--- config.mk ---
export PLATFORM = sky130hd
export DESIGN_NAME = fp_issue_ctrl
export DESIGN_NICKNAME = d
export VERILOG_FILES = /design/src/rtl/fp_pkg.sv /design/src/rtl/fp_scoreboard.sv /design/src/rtl/fp_issue_ctrl.sv
export SDC_FILE = /design/constraint.sdc
export NUM_CORES = 1
export LEC_CHECK = 0
export BUFFER_PORTS_ARGS = -buffer_cell sky130_fd_sc_hd__buf_2
export CORE_MARGIN = 2
export CORE_UTILIZATION = 36
export CTS_BUF_LIST = sky130_fd_sc_hd__clkbuf_2 sky130_fd_sc_hd__clkbuf_4 sky130_fd_sc_hd__clkbuf_8
export DETAILED_ROUTE_END_ITERATION = 10
export PLACE_DENSITY = 0.65
export SYNTH_ARGS = -nofsm -noshare
export SYNTH_HDL_FRONTEND = slang
export SYNTH_HIERARCHICAL = 1
export SYNTH_SLANG_ARGS = --single-unit
--- constraint.sdc ---
create_clock -name clk_i -period 4.34 [get_ports clk_i]
set_clock_uncertainty 0.1 [all_clocks]
set_input_delay 0.868 -clock clk_i [delete_from_list [all_inputs] [get_ports clk_i]]
set_output_delay 0.868 -clock clk_i [all_outputs]
set_load 0.005 [all_outputs]
--- src/rtl/fp_pkg.sv ---
// Shared types for the FP issue/writeback controller: tag table entry,
// controller state and writeback-source select.
package fp_pkg;

   localparam int unsigned FP_NREG = 32;
   localparam int unsigned FP_AW   = 5;

   typedef struct packed {
      logic [FP_AW-1:0] rd;
      logic             fp_wr;
      logic             int_wr;
   } fp_issue_entry_t;

   typedef enum logic {
      RUN   = 1'b0,
      DRAIN = 1'b1
   } fp_issue_state_e;

   typedef enum logic {
      WB_FPU  = 1'b0,
      WB_LOAD = 1'b1
   } fp_wb_sel_e;

   function automatic logic [FP_NREG-1:0] fp_onehot(
      input logic             en,
      input logic [FP_AW-1:0] addr
   );
      return en ? (FP_NREG'(1) << addr) : '0;
   endfunction

endpackage

--- src/rtl/fp_scoreboard.sv ---
// Per-register pending bits for the FP regfile with RAW/WAW lookup.
// Ports: clk_i/rst_ni; set0/set1 (issue, load alloc) and clr0/clr1
// (FPU wb, load wb) address ports; rs_i/rs_used_i/rd_i/rd_chk_i lookup;
// wb_en_i/wb_addr_i is the regfile write currently in progress;
// hazard_o stall request; any_pending_o when any bit is set.
module fp_scoreboard
   import fp_pkg::*;
(
   input  logic                 clk_i,
   input  logic                 rst_ni,
   input  logic                 set0_en_i,
   input  logic [FP_AW-1:0]     set0_addr_i,
   input  logic                 set1_en_i,
   input  logic [FP_AW-1:0]     set1_addr_i,
   input  logic                 clr0_en_i,
   input  logic [FP_AW-1:0]     clr0_addr_i,
   input  logic                 clr1_en_i,
   input  logic [FP_AW-1:0]     clr1_addr_i,
   input  logic [3*FP_AW-1:0]   rs_i,
   input  logic [2:0]           rs_used_i,
   input  logic [FP_AW-1:0]     rd_i,
   input  logic                 rd_chk_i,
   input  logic                 wb_en_i,
   input  logic [FP_AW-1:0]     wb_addr_i,
   output logic                 hazard_o,
   output logic                 any_pending_o
);

   logic [FP_NREG-1:0] pend_q;
   logic [FP_NREG-1:0] pend_d;
   logic [FP_NREG-1:0] set_m;
   logic [FP_NREG-1:0] clr_m;

   assign set_m = fp_onehot(set0_en_i, set0_addr_i)
                | fp_onehot(set1_en_i, set1_addr_i);
   assign clr_m = fp_onehot(clr0_en_i, clr0_addr_i)
                | fp_onehot(clr1_en_i, clr1_addr_i);

   // A new allocation of a register wins over a completing write.
   assign pend_d = (pend_q & ~clr_m) | set_m;

   always_ff @(posedge clk_i or negedge rst_ni) begin
      if (!rst_ni) begin
         pend_q <= '0;
      end else begin
         pend_q <= pend_d;
      end
   end

   // The bit clears at the handshake edge, but the regfile is only
   // written at the end of the following cycle; with no bypass a reader
   // must also wait out the write in progress.
   always_comb begin
      logic [FP_AW-1:0] a;
      hazard_o = rd_chk_i & pend_q[rd_i];
      for (int i = 0; i < 3; i++) begin
         a = rs_i[i*FP_AW +: FP_AW];
         if (rs_used_i[i] &&
             (pend_q[a] || (wb_en_i && (wb_addr_i == a)))) begin
            hazard_o = 1'b1;
         end
      end
   end

   assign any_pending_o = |pend_q;

endmodule

--- src/rtl/fp_issue_ctrl.sv ---
// FP issue/writeback controller: scoreboarded issue to FPnew, tag table,
// single regfile write port shared by FPU results and FLW returns,
// flush/drain FSM. Ports: dec_* decode side, fpu_* FPU handshakes,
// ld_* load alloc/return, fprf_*/int_wb_* registered writebacks,
// flush_i, busy_o. FP_ISSUE_PERF_CNT_EN adds perf_issue_o/perf_stall_o.
module fp_issue_ctrl
   import fp_pkg::*;
#(
   parameter int MAX_OUTSTANDING = 4,
   parameter bit LOAD_PRIO       = 1'b1,
   localparam int TAG_W          = $clog2(MAX_OUTSTANDING)
) (
   input  logic             clk_i,
   input  logic             rst_ni,
   input  logic             dec_valid_i,
   output logic             dec_ready_o,
   input  logic [14:0]      dec_rs_i,
   input  logic [2:0]       dec_rs_used_i,
   input  logic [4:0]       dec_rd_i,
   input  logic             dec_fp_wr_i,
   input  logic             dec_int_wr_i,
   output logic             fpu_in_valid_o,
   input  logic             fpu_in_ready_i,
   output logic [TAG_W-1:0] fpu_tag_o,
   input  logic             fpu_out_valid_i,
   output logic             fpu_out_ready_o,
   input  logic [TAG_W-1:0] fpu_tag_i,
   input  logic             ld_alloc_i,
   input  logic [4:0]       ld_alloc_rd_i,
   input  logic             ld_valid_i,
   input  logic [4:0]       ld_rd_i,
   output logic             ld_ready_o,
   output logic             fprf_we_o,
   output logic [4:0]       fprf_waddr_o,
   output logic             fprf_wsel_o,
   output logic             int_wb_valid_o,
   output logic [4:0]       int_wb_rd_o,
   input  logic             flush_i,
`ifdef FP_ISSUE_PERF_CNT_EN
   output logic [31:0]      perf_issue_o,
   output logic [31:0]      perf_stall_o,
`endif
   output logic             busy_o
);

   localparam logic [TAG_W:0] MAX_CNT = (TAG_W+1)'(MAX_OUTSTANDING);

   fp_issue_state_e state_q;
   fp_issue_state_e state_d;
   logic [TAG_W:0]   cnt_q;
   logic [TAG_W-1:0] tag_q;
   fp_issue_entry_t  tbl_q [MAX_OUTSTANDING];
   fp_issue_entry_t  res_e;
   fp_wb_sel_e       wsel_q;

   logic hazard;
   logic any_pend;
   logic collide;
   logic iss_hs;
   logic res_hs;
   logic ld_hs;

   assign collide = fpu_out_valid_i & ld_valid_i;

   // Only the arbitration loser drops ready; it retries next cycle.
   assign fpu_out_ready_o = !(collide && LOAD_PRIO);
   assign ld_ready_o      = !(collide && !LOAD_PRIO);

   assign res_hs = fpu_out_valid_i & fpu_out_ready_o;
   assign ld_hs  = ld_valid_i & ld_ready_o;
   assign res_e  = tbl_q[fpu_tag_i];

   assign fpu_in_valid_o = dec_valid_i & !hazard
                         & (cnt_q < MAX_CNT)
                         & (state_q == RUN);
   assign dec_ready_o    = fpu_in_valid_o & fpu_in_ready_i;
   assign iss_hs         = dec_ready_o;
   assign fpu_tag_o      = tag_q;
   assign busy_o         = (cnt_q != '0) | (state_q != RUN);
   assign fprf_wsel_o    = wsel_q;

   fp_scoreboard u_sb (
      .clk_i         (clk_i),
      .rst_ni        (rst_ni),
      .set0_en_i     (iss_hs & dec_fp_wr_i),
      .set0_addr_i   (dec_rd_i),
      .set1_en_i     (ld_alloc_i),
      .set1_addr_i   (ld_alloc_rd_i),
      .clr0_en_i     (res_hs & res_e.fp_wr),
      .clr0_addr_i   (res_e.rd),
      .clr1_en_i     (ld_hs),
      .clr1_addr_i   (ld_rd_i),
      .rs_i          (dec_rs_i),
      .rs_used_i     (dec_rs_used_i),
      .rd_i          (dec_rd_i),
      .rd_chk_i      (dec_fp_wr_i),
      .wb_en_i       (fprf_we_o),
      .wb_addr_i     (fprf_waddr_o),
      .hazard_o      (hazard),
      .any_pending_o (any_pend)
   );

   // With no FPU op in flight, any remaining pending bit is a load.
   always_comb begin
      state_d = state_q;
      unique case (state_q)
         RUN:     if (flush_i) state_d = DRAIN;
         DRAIN:   if ((cnt_q == '0) && !any_pend) state_d = RUN;
         default: state_d = RUN;
      endcase
   end

   always_ff @(posedge clk_i or negedge rst_ni) begin
      if (!rst_ni) begin
         state_q <= RUN;
         cnt_q   <= '0;
         tag_q   <= '0;
      end else begin
         state_q <= state_d;
         if (iss_hs && !res_hs) begin
            cnt_q <= cnt_q + 1'b1;
         end else if (!iss_hs && res_hs) begin
            cnt_q <= cnt_q - 1'b1;
         end
         if (iss_hs) begin
            tag_q <= tag_q + 1'b1;
         end
      end
   end

   always_ff @(posedge clk_i or negedge rst_ni) begin
      if (!rst_ni) begin
         for (int i = 0; i < MAX_OUTSTANDING; i++) begin
            tbl_q[i] <= '0;
         end
      end else if (iss_hs) begin
         tbl_q[tag_q] <= '{rd: dec_rd_i,
                           fp_wr: dec_fp_wr_i,
                           int_wr: dec_int_wr_i};
      end
   end

   // Load and FPU handshakes are mutually exclusive by arbitration.
   always_ff @(posedge clk_i or negedge rst_ni) begin
      if (!rst_ni) begin
         fprf_we_o      <= 1'b0;
         fprf_waddr_o   <= '0;
         wsel_q         <= WB_FPU;
         int_wb_valid_o <= 1'b0;
         int_wb_rd_o    <= '0;
      end else if (ld_hs) begin
         fprf_we_o      <= 1'b1;
         fprf_waddr_o   <= ld_rd_i;
         wsel_q         <= WB_LOAD;
         int_wb_valid_o <= 1'b0;
         int_wb_rd_o    <= '0;
      end else if (res_hs) begin
         fprf_we_o      <= res_e.fp_wr;
         fprf_waddr_o   <= res_e.rd;
         wsel_q         <= WB_FPU;
         int_wb_valid_o <= res_e.int_wr;
         int_wb_rd_o    <= res_e.rd;
      end else begin
         fprf_we_o      <= 1'b0;
         fprf_waddr_o   <= '0;
         wsel_q         <= WB_FPU;
         int_wb_valid_o <= 1'b0;
         int_wb_rd_o    <= '0;
      end
   end

`ifdef FP_ISSUE_PERF_CNT_EN
   logic [31:0] perf_issue_q;
   logic [31:0] perf_stall_q;

   always_ff @(posedge clk_i or negedge rst_ni) begin
      if (!rst_ni) begin
         perf_issue_q <= '0;
         perf_stall_q <= '0;
      end else begin
         if (iss_hs) begin
            perf_issue_q <= perf_issue_q + 32'd1;
         end
         if (dec_valid_i && !dec_ready_o) begin
            perf_stall_q <= perf_stall_q + 32'd1;
         end
      end
   end

   assign perf_issue_o = perf_issue_q;
   assign perf_stall_o = perf_stall_q;
`endif

endmodule

Word level (Yosys, flattened, before mapping)
Cells that the tools add are included.
W data, S select, Z words.
{"block": "totals", "register_bits": 79, "output_inout_bits": 20}
{"block": "classes", "n_addsub": 3, "n_lt_le_gt_ge": 8, "eq_ne": 3, "n_shift": 4, "mux": 34, "bitwise": 18, "reduce_logical": 22}
{"cell": "$mux W32", "n": 4}
{"cell": "$shl A1 B5 Y32 const A", "n": 4}
{"cell": "$or A32 B32 Y32", "n": 3}
{"cell": "$and A32 B32 Y32", "n": 1}
{"cell": "$not A32 Y32", "n": 1}
{"cell": "$reduce_or A32 Y1", "n": 1}
{"cell": "$bwmux W28", "n": 1}
{"cell": "$lt A5 B6 Y1 const B", "n": 4}
{"cell": "$mux W7", "n": 3}
{"cell": "$bmux W1 S5", "n": 4}
{"cell": "$eq A5 B5 Y1", "n": 3}
{"cell": "$mux W5", "n": 3}
{"cell": "$bmux W7 S2", "n": 1}
{"cell": "$demux W7 S2", "n": 1}
{"cell": "$mux W1", "n": 14}
{"cell": "$logic_and A1 B1 Y1", "n": 10}
{"cell": "$and A1 B1 Y1", "n": 9}
{"cell": "$ge A3 B3 Y1 const B", "n": 2}
{"cell": "$mux W3", "n": 2}
{"cell": "$not A2 Y3", "n": 2}
{"cell": "$logic_not A1 Y1", "n": 5}
{"cell": "$add A3 B1 Y3 const B", "n": 1}
{"cell": "$logic_not A3 Y1", "n": 1}
{"cell": "$logic_or A1 B1 Y1", "n": 3}
{"cell": "other kinds (9)", "n": 9}

Longest topological paths before layout
Gate-level depths: netlist of the first run.
{"block": "depth", "depth_word": 16, "ltp_mapped": 17, "mapped_depth_nobuf": 15}

By module
Netlist of the first run, hierarchy kept.
{"module": "fp_scoreboard", "n_inst": 1, "cells_per_inst": 322, "area_per_inst_um2": 3240.6, "seq_area_each_um2": 800.8}
{"module": "fp_issue_ctrl", "n_inst": 1, "cells_per_inst": 135, "area_per_inst_um2": 2184.6, "seq_area_each_um2": 1176.1}

Least setup slack after synthesis of the first run
OpenSTA, ideal clock, no wires.
{"block": "synth_timing", "path_type": "input to register", "from": "input dec_rs_i[10]", "to": "register cnt_q[2]", "setup_ns": 0.079, "t_arrival_ns": 4.049, "t_required_ns": 4.161, "setup_slack_ns": 0.111, "path_stages": 14, "cell_sequence": "buf_2 -> mux4_2 -> mux4_2 -> o211ai_1 -> nand4b_1 -> nor4b_4 -> nand2_1 -> inv_1 -> ha_1 -> inv_1 -> fa_1 -> xor2_1 -> nor2_1 -> xor2_1"}
{"block": "synth_via", "elab_chain_cells": 13}
{"item": "start, declared", "line_no": "fp_issue_ctrl.sv:17", "source": "input logic [14:0] dec_rs_i,"}
{"item": "$bmux W1 S5 or $eq A5 B5 Y1 (tied branches)", "line_no": "fp_scoreboard.sv:59", "source": "(pend_q[a] || (wb_en_i && (wb_addr_i == a)))) begin"}
{"item": "$mux W1 (implied by the code) or $logic_and A1 B1 Y1 (tied branches)", "line_no": "fp_scoreboard.sv:59"}
{"item": "$logic_or A1 B1 Y1 (*)", "line_no": "fp_scoreboard.sv:59"}
{"item": "$logic_and A1 B1 Y1 (*)", "line_no": "fp_scoreboard.sv:58", "source": "if (rs_used_i[i] &&"}
{"item": "$mux W1 (*)", "line_no": "fp_scoreboard.sv:58"}
{"item": "named net hazard", "line_no": "fp_issue_ctrl.sv:56", "source": "logic hazard;"}
{"item": "$logic_not A1 Y1 (*)", "line_no": "fp_issue_ctrl.sv:73", "source": "assign fpu_in_valid_o = dec_valid_i & !hazard"}
{"item": "$and A1 B1 Y1 (*)", "line_no": "fp_issue_ctrl.sv:73"}
{"item": "$and A1 B1 Y1 (*)", "line_no": "fp_issue_ctrl.sv:74", "source": "& (cnt_q < MAX_CNT)"}
{"item": "$and A1 B1 Y1 (*)", "line_no": "fp_issue_ctrl.sv:75", "source": "& (state_q == RUN);"}
{"item": "named net fpu_in_valid_o", "line_no": "fp_issue_ctrl.sv:22", "source": "output logic fpu_in_valid_o,"}
{"item": "$and A1 B1 Y1 (*)", "line_no": "fp_issue_ctrl.sv:76", "source": "assign dec_ready_o = fpu_in_valid_o & fpu_in_ready_i;"}
{"item": "named net dec_ready_o", "line_no": "fp_issue_ctrl.sv:16", "source": "output logic dec_ready_o,"}
{"item": "$logic_not A1 Y1", "line_no": "fp_issue_ctrl.sv:122", "source": "end else if (!iss_hs && res_hs) begin"}
{"item": "$logic_and A1 B1 Y1", "line_no": "fp_issue_ctrl.sv:122"}
{"item": "$reduce_bool A2 Y1 (no line)"}
{"item": "end signal, assigned", "line_no": "fp_issue_ctrl.sv:121", "source": "cnt_q <= cnt_q + 1'b1;"}
{"item": "end signal, assigned", "line_no": "fp_issue_ctrl.sv:123", "source": "cnt_q <= cnt_q - 1'b1;"}
{"item": "end, declared", "line_no": "fp_issue_ctrl.sv:50", "source": "logic [TAG_W:0] cnt_q;"}
Mark *: on every way through the listed nets, which the timed path passes. The rest lies on a longest branch. The select of a mux whose other input is x is not followed.
A chain may end at the register's enable or synchronous reset.

Final worst setup path of the first run
{"block": "layout_timing", "from": "input dec_rd_i[0]", "to": "output dec_ready_o"}
{"block": "layout_via", "elab_chain_cells": 11}
{"item": "start, declared", "line_no": "fp_issue_ctrl.sv:19", "source": "input logic [4:0] dec_rd_i,"}
{"item": "$bmux W1 S5", "line_no": "fp_scoreboard.sv:55", "source": "hazard_o = rd_chk_i & pend_q[rd_i];"}
{"item": "$mux W1 (implied by the code)", "line_no": "fp_scoreboard.sv:55"}
{"item": "$and A1 B1 Y1", "line_no": "fp_scoreboard.sv:55"}
{"item": "$mux W1 (3 in series)", "line_no": "fp_scoreboard.sv:58"}
{"item": "named net hazard", "line_no": "fp_issue_ctrl.sv:56"}
{"item": "$logic_not A1 Y1", "line_no": "fp_issue_ctrl.sv:73"}
{"item": "$and A1 B1 Y1", "line_no": "fp_issue_ctrl.sv:73"}
{"item": "$and A1 B1 Y1", "line_no": "fp_issue_ctrl.sv:74"}
{"item": "$and A1 B1 Y1", "line_no": "fp_issue_ctrl.sv:75"}
{"item": "$and A1 B1 Y1", "line_no": "fp_issue_ctrl.sv:76"}
{"item": "end, declared", "line_no": "fp_issue_ctrl.sv:16"}
The timed path passes the listed nets, and every way through them passes these cells. The select of a mux whose other input is x is not followed.

==> results_dict.tcl, run 1 <==
set metrics [dict create \
    status "complete, no violations" \
    netlist_instances 457 \
    hold_viol 0 \
    place_hpwl_mm 12.3 \
    cp-startpoint "dec_rd_i[0]" \
    endpoint "dec_ready_o" \
    max_slew_margin_pct 33.2 \
    worstPathArrival_ns 3.24 \
    nNetsFinal 572 \
    rr_worst_depth 11 \
    grt_pass1_wl_mm 26.5 \
    synth_edf_count 0 \
    drt-initial-drc-count 557 \
    r2r_end "u_sb/pend_q[15]$_DFF_PN0_" \
    p_per_area_nw_per_um2 352 \
    initial_core_util_pct 37.0 \
    grt_pass1_vias 4593 \
    synth_nets 508 \
    port_buffers 63 \
    routed_via_density 6.46 \
    rsz0062_at_grt "no" \
    wl_per_cell_um 23.9 \
    die_w_um 127 \
    drc 0 \
    holdWs_ns 0.414 \
    num_rows 44 \
    cts_sinks 79 \
    async_reset_ff_share_pct 100 \
    maxSlewViolCount 0 \
    dieArea_um2 16100 \
    root_buffer "clkbuf_8" \
    synth_area_leader_cell "dfrtp_1" \
    cts.path.max_buffers 2 \
    ios 65 \
    fmax_mhz 238 \
    period_minus_slack_ns 4.21 \
    grtUsageTotal_pct 21.2 \
    finalSetupTns_ns 0 \
    cts_max_level 3 \
    cts-buffers-inserted 9 \
    synth.distinct_cells 49 \
    antenna_found_initial 0 \
    irDropWorstVdd_uv 217 \
    min-delay-path-class "reg -> reg" \
    ys_seq_area_share_pct 36.4 \
    cp_cell_sequence "buf_4, mux4_1, mux4_2, and3b_1, a31oi_1, nand4b_1, nor4b_4, nand2_1, inv_1, buf_2" \
    p_leak_nw 2.66 \
    r2r_slack_ns 0.62 \
    reg2reg_from "u_sb/pend_q[10]$_DFF_PN0_" \
    postSynthAreaPerCell_um2 11.9 \
    wirelength_mm 17.0 \
    cts_tree "built" \
    pwr-share-clk_pct 28.3 \
    ys_top_cells_by_area "dfrtp_1 (36%), mux4_2 (13%), mux2_4 (7.7%), o221ai_1 (5.2%), mux4_1 (3.4%)" \
    cp-start-kind "primary input" \
    yosysTopAreaCellShare_pct 36.4 \
    num_vias 4589 \
    cp_top_family "multiplexers" \
    comb_power_share_pct 23.9 \
    syn_area_um2 5430 \
    critPathRequiredTime_ns 3.37 \
    cp_num_cells 10 \
    ys_ff_latch 79 \
    internal_power_mw 1.46 \
    gp_congestion 0.943 \
    cp-end-kind "output pin" \
    seq_power_share_pct 47.8 \
    synthFlopType "dfrtp_1" \
    ctsHoldBuffers 0 \
    area.growth.synth_to_final_pct 14.4 \
    maxCapViolations 0 \
    overflow 0 \
    crit_slowest_cell "mux4_1" \
    p_sw_share_pct 33.2 \
    drive_gt1_share_pct 31.9 \
    yosysWarnings 6 \
    clk_latency_ns 0.35 \
    post_cts_buffers 0 \
    placedCellCount 694 \
    fin_crit_sh_pct 96.9 \
    crit_type "in -> out" \
    tightest_slew_ns 1.00 \
    total_power_mw 2.18 \
    path_max_fanout 8 \
    core_area_um2 14600 \
    stdcell_count 710 \
    grt_max_degree 80 \
    drt_first_pass_iters 5 \
    critPathMaxStageDelay_ns 0.57 \
    die_h_um 127 \
    setup_viol 0 \
    path_buf_inv 3 \
    postRouteAntennaNets 0 \
    power.switching_mw 0.725 \
    finish.utilization_pct 42.4 \
    diodes 0 \
    clk_pin_slew_ns 0.09 \
]
synth_stat cells (5+ instances only):
cell / n
dfrtp_1: 79
mux2_4: 28
nand3_1: 24
and3_1: 7
xor2_1: 14
nor4_1: 12
o221ai_1: 32
xnor2_1: 5
inv_1: 6
clkbuf_1: 11
nand2_1: 39
nor2_1: 16
buf_6: 6
nor2b_1: 10
a32oi_1: 12
a21o_1: 6
mux2i_1: 18
ha_1: 5
nand3b_1: 8
a22oi_1: 9
nand2b_1: 10
mux4_2: 31
nand4_1: 10
mux4_1: 7
repair_timing:
| item | in CTS | in global routing |
|---|---|---|
| setup endpoints to repair | 1 | 2 |
| pin swaps | 0 | 2 |
| resized for setup | 1 | 0 |
cell families after synthesis:
family | synth area share (%)
flops | 36.4
fa+ha+maj | 1.52
buf+inv | 3.16
compound gates | 10.8
simple gates | 17.0
mux | 28.0
other cells | 0.0691
xor+xnor | 3.07
worst register-to-register path, cell delays in order (launching register included):
cell      delay, ns
dfrtp_1        0.50
mux4_1         0.53
mux4_2         0.48
and3b_1        0.19
a31oi_1        0.17
nand4b_1       0.19
nor4b_4        0.29
buf_4          0.18
and3_2         0.23
nor2b_1        0.30
nand3_1        0.21
o221ai_1       0.25
per-stage QoR:
| stage | instance area (um^2) | worst slack (ns) |
|---|---|---|
| 5_1_grt | 6210 | 0.00444 |
| 6_report | 6210 | 0.133 |
| 3_3_place_gp | 5980 | 0.0346 |
| 4_1_cts | 6210 | 0.0729 |
| 2_1_floorplan | 5430 | 0.111 |
| 3_5_place_dp | 5980 | -0.102 |
sequential cells by signal (all words and copies together) (netlist names):
signal and cells:
int_wb_valid_o 1, fprf_wsel_o 1, int_wb_rd_o 5, u_sb/pend_q 32, tbl_q 28, cnt_q 3
state_q 1, fprf_waddr_o 5, fprf_we_o 1, fpu_tag_o 2
power groups by stage:
stage	Combinational, mW	Sequential, mW	Clock [mW]
after floorplan	0.378	0.949	0
after global placement	0.495	1.04	0
after detailed placement	0.513	1.05	0
after CTS	0.518	1.03	0.627
after global routing	0.566	1.06	0.660
final	0.522	1.04	0.618
metal layers:
metal	share of wire, %	global-route usage, %	vias to the layer above
met5	0	0	-
met4	3.2	7.56	0
met3	7.8	3.75	45
met2	46	32.7	269
met1	43	30.3	2318
li1	-	-	1957
worst min-delay path by stage:
stage,slack [ns],cells after the start,from,to
floorplan,0.38,1,tbl_q[10]$_DFFE_PN0P_,tbl_q[10]$_DFFE_PN0P_
global placement,0.39,1,tbl_q[8]$_DFFE_PN0P_,tbl_q[8]$_DFFE_PN0P_
detailed placement,0.39,1,tbl_q[26]$_DFFE_PN0P_,tbl_q[26]$_DFFE_PN0P_
CTS,0.41,1,tbl_q[20]$_DFFE_PN0P_,tbl_q[20]$_DFFE_PN0P_
global route,0.43,1,tbl_q[20]$_DFFE_PN0P_,tbl_q[20]$_DFFE_PN0P_
finish,0.41,1,tbl_q[20]$_DFFE_PN0P_,tbl_q[20]$_DFFE_PN0P_
layout make-up:
class	instances	area (um^2)
inverter	6	22.5
multi-input combinational	348	3280
clock buffer	10	131
fill	1387	8440
tap	184	230
clock inverter	6	93.8
timing repair buffer	77	475
sequential	79	1980
placed cells by master, fill, tap and decap left out, drive strengths merged, types with 9 or more instances in the layout:
master / netlist / layout
a22oi: 9 / 9
a32oi: 12 / 12
buf: 13 / 77
clkbuf: 11 / 10
dfrtp: 79 / 79
mux2: 31 / 31
mux2i: 18 / 18
mux4: 38 / 38
nand2: 39 / 39
nand2b: 10 / 10
nand3: 24 / 24
nand4: 10 / 10
nor2: 16 / 16
nor2b: 10 / 10
nor4: 12 / 12
o221ai: 32 / 32
xor2: 14 / 14
Note: power is estimated with default switching activity, not from simulation.
==> run 2: changes to the inputs <==
- CORE_UTILIZATION: 36 -> 40
- PLACE_DENSITY: 0.65 -> 0.69
- SKIP_LAST_GASP: not set -> 1
==> run 2 against run 1 <==
Critical path depth stayed put. Final cell count shrank 0.85%. Highest routed layer unchanged. Register-to-register slack worse by 0.02 ns. Flip-flop and latch count unchanged. Die area is 9.7% lower. Largest power group unchanged. Global-route usage is 2.8 points higher. Maximum frequency grew 0.48%. Sequential share of layout area is 0.077 points higher. First-iteration DRC count fell by 3.2%. Non-clock buffer count increased by 2. Combinational power barely moved.
==> results_dict.tcl, run 2 (synthesis gave the netlist of run 1 again) <==
set metrics [dict create \
    initial_core_util_pct 41.0 \
    p_per_area_nw_per_um2 350 \
    place_hpwl_mm 12.7 \
    post_cts_buffers 0 \
    dpl_worst_slack_ns -0.137 \
    grt_pass1_vias 4442 \
    gp_congestion 0.961 \
    wl_per_cell_um 24.5 \
    cts.path.max_buffers 2 \
    die_w_um 120 \
    ctsHoldBuffers 0 \
    top_regs "u_sb/pend_q: 32 flops, tbl_q: 28 flops" \
    num_rows 42 \
    fin_crit_sh_pct 96.5 \
    stdcell_count 704 \
    layout_common_cells "dfrtp_1 (79), buf_2 (61), nand2_1 (39)" \
    cts_sinks 79 \
    worst_slack_ns 0.154 \
    drive_gt1_share_pct 32.4 \
    num_vias 4667 \
    holdWs_ns 0.417 \
    cts_tree "built" \
    dieArea_um2 14500 \
    drt-initial-drc-count 539 \
    critPathRequiredTime_ns 3.37 \
    multi_input_area_um2 3270 \
    period_minus_slack_ns 4.19 \
    rsz0062_at_grt "no" \
    grtUsageTotal_pct 24.1 \
    hold_viol 0 \
    clk_pin_slew_ns 0.10 \
    maxSlewViolCount 0 \
    nNetsFinal 574 \
    grt_pass1_wl_mm 26.3 \
    grt_max_degree 80 \
    crit_type "in -> out" \
    status "complete, no violations" \
    cp-start-kind "primary input" \
    cts-buffers-inserted 9 \
    drc 0 \
    regMostFlops "u_sb/pend_q" \
    port_buffers 63 \
    tightest_slew_ns 1.02 \
    clk_latency_ns 0.37 \
    die_h_um 120 \
    root_buffer "clkbuf_8" \
    ios 65 \
    num-fill-cells 1246 \
    p_leak_nw 2.66 \
    largest_reg_flops 32 \
    postRouteAntennaNets 0 \
    finish.utilization_pct 46.8 \
    routed_via_density 6.63 \
    fmax_mhz 239 \
    worstPathArrival_ns 3.22 \
    cp-end-kind "output pin" \
    path_max_fanout 10 \
    min-delay-path-class "reg -> reg" \
    irDropWorstVdd_uv 146 \
    antenna_found_initial 0 \
    maxCapViolations 0 \
    total_power_mw 2.17 \
    wirelength_mm 17.3 \
    cts_max_level 3 \
    overflow 0 \
    setup_viol 0 \
    max_slew_margin_pct 31.8 \
    placedCellCount 688 \
    area.growth.synth_to_final_pct 14.1 \
    diodes 0 \
    final_common_cell "dfrtp_1" \
    core_area_um2 13200 \
    drt_first_pass_iters 6 \
    regArea_um2 1980 \
]
run 2: cell types whose count changed in the layout (fill, tap and decap cells not counted):
cell,change
buf_4,+2
mux4_2,+1
inv_6,+4
clkinv_2,-1
clkbuf_4,-1
bufinv_16,-1
mux4_1,-1
clkinv_4,-1
run 2: cell type report:
class	count	share of cell area (%)
clock buffers	9	2.00
clock inverters	7	1.37
inverters	6	0.364
multi-input cells	348	52.9
flip-flops and latches	79	31.9
well taps	176	3.56
repair buffers	79	7.92
run 2: through the flow:
step | cell area, um^2 | setup TNS, ns
2_1_floorplan | 5430 | 0
3_3_place_gp | 5980 | 0
5_1_grt | 6190 | 0
3_5_place_dp | 5980 | -0.268
6_report | 6190 | 0
4_1_cts | 6200 | 0
run 2: power by group:
group	leakage (nW)	internal (mW)	switching, mW
clock	0.107	0.279	0.316
sequential	1.02	0.834	0.214
combinational	1.53	0.288	0.236
run 2: repair_timing:
item                                   in CTS  in global routing
endpoints found under the hold margin       0                  0
setup endpoints to repair                   2                  2
resized for setup                           1                  1
gates cloned                                0                  0
pin swaps                                   0                  2
run 2: worst paths after layout:
kind,from,to,depth (start not counted),slack (ns)
worst max-delay path,dec_rd_i[0],dec_ready_o,10,0.15
worst min-delay path,tbl_q[4]$_DFFE_PN0P_,tbl_q[4]$_DFFE_PN0P_,1,0.42
worst max register to register,u_sb/pend_q[2]$_DFF_PN0_,cnt_q[2]$_DFFE_PN0P_,14,0.60
worst min register to register,tbl_q[4]$_DFFE_PN0P_,tbl_q[4]$_DFFE_PN0P_,1,0.42
max in group asynchronous,rst_ni,u_sb/pend_q[17]$_DFF_PN0_,1,2.91
min in group asynchronous,rst_ni,fpu_tag_o[0]$_DFFE_PN0P_,1,0.54
run 2: critical path, stage by stage:
cell and delay, ns:
buf_4 0.18, mux4_1 0.56, mux4_2 0.45, and3b_1 0.19, a31oi_1 0.19, nand4b_1 0.20, nor4b_4 0.27, nand2_1 0.11
inv_1 0.08, buf_2 0.12
run 2: metal layers:
metal	global-route usage, %	vias to the layer above	part of all wire, %
met3	5.14	55	9.6
met1	33.5	2375	41
met4	10.8	0	4.0
met5	0	-	0
met2	36.1	289	46
li1	-	1948	-
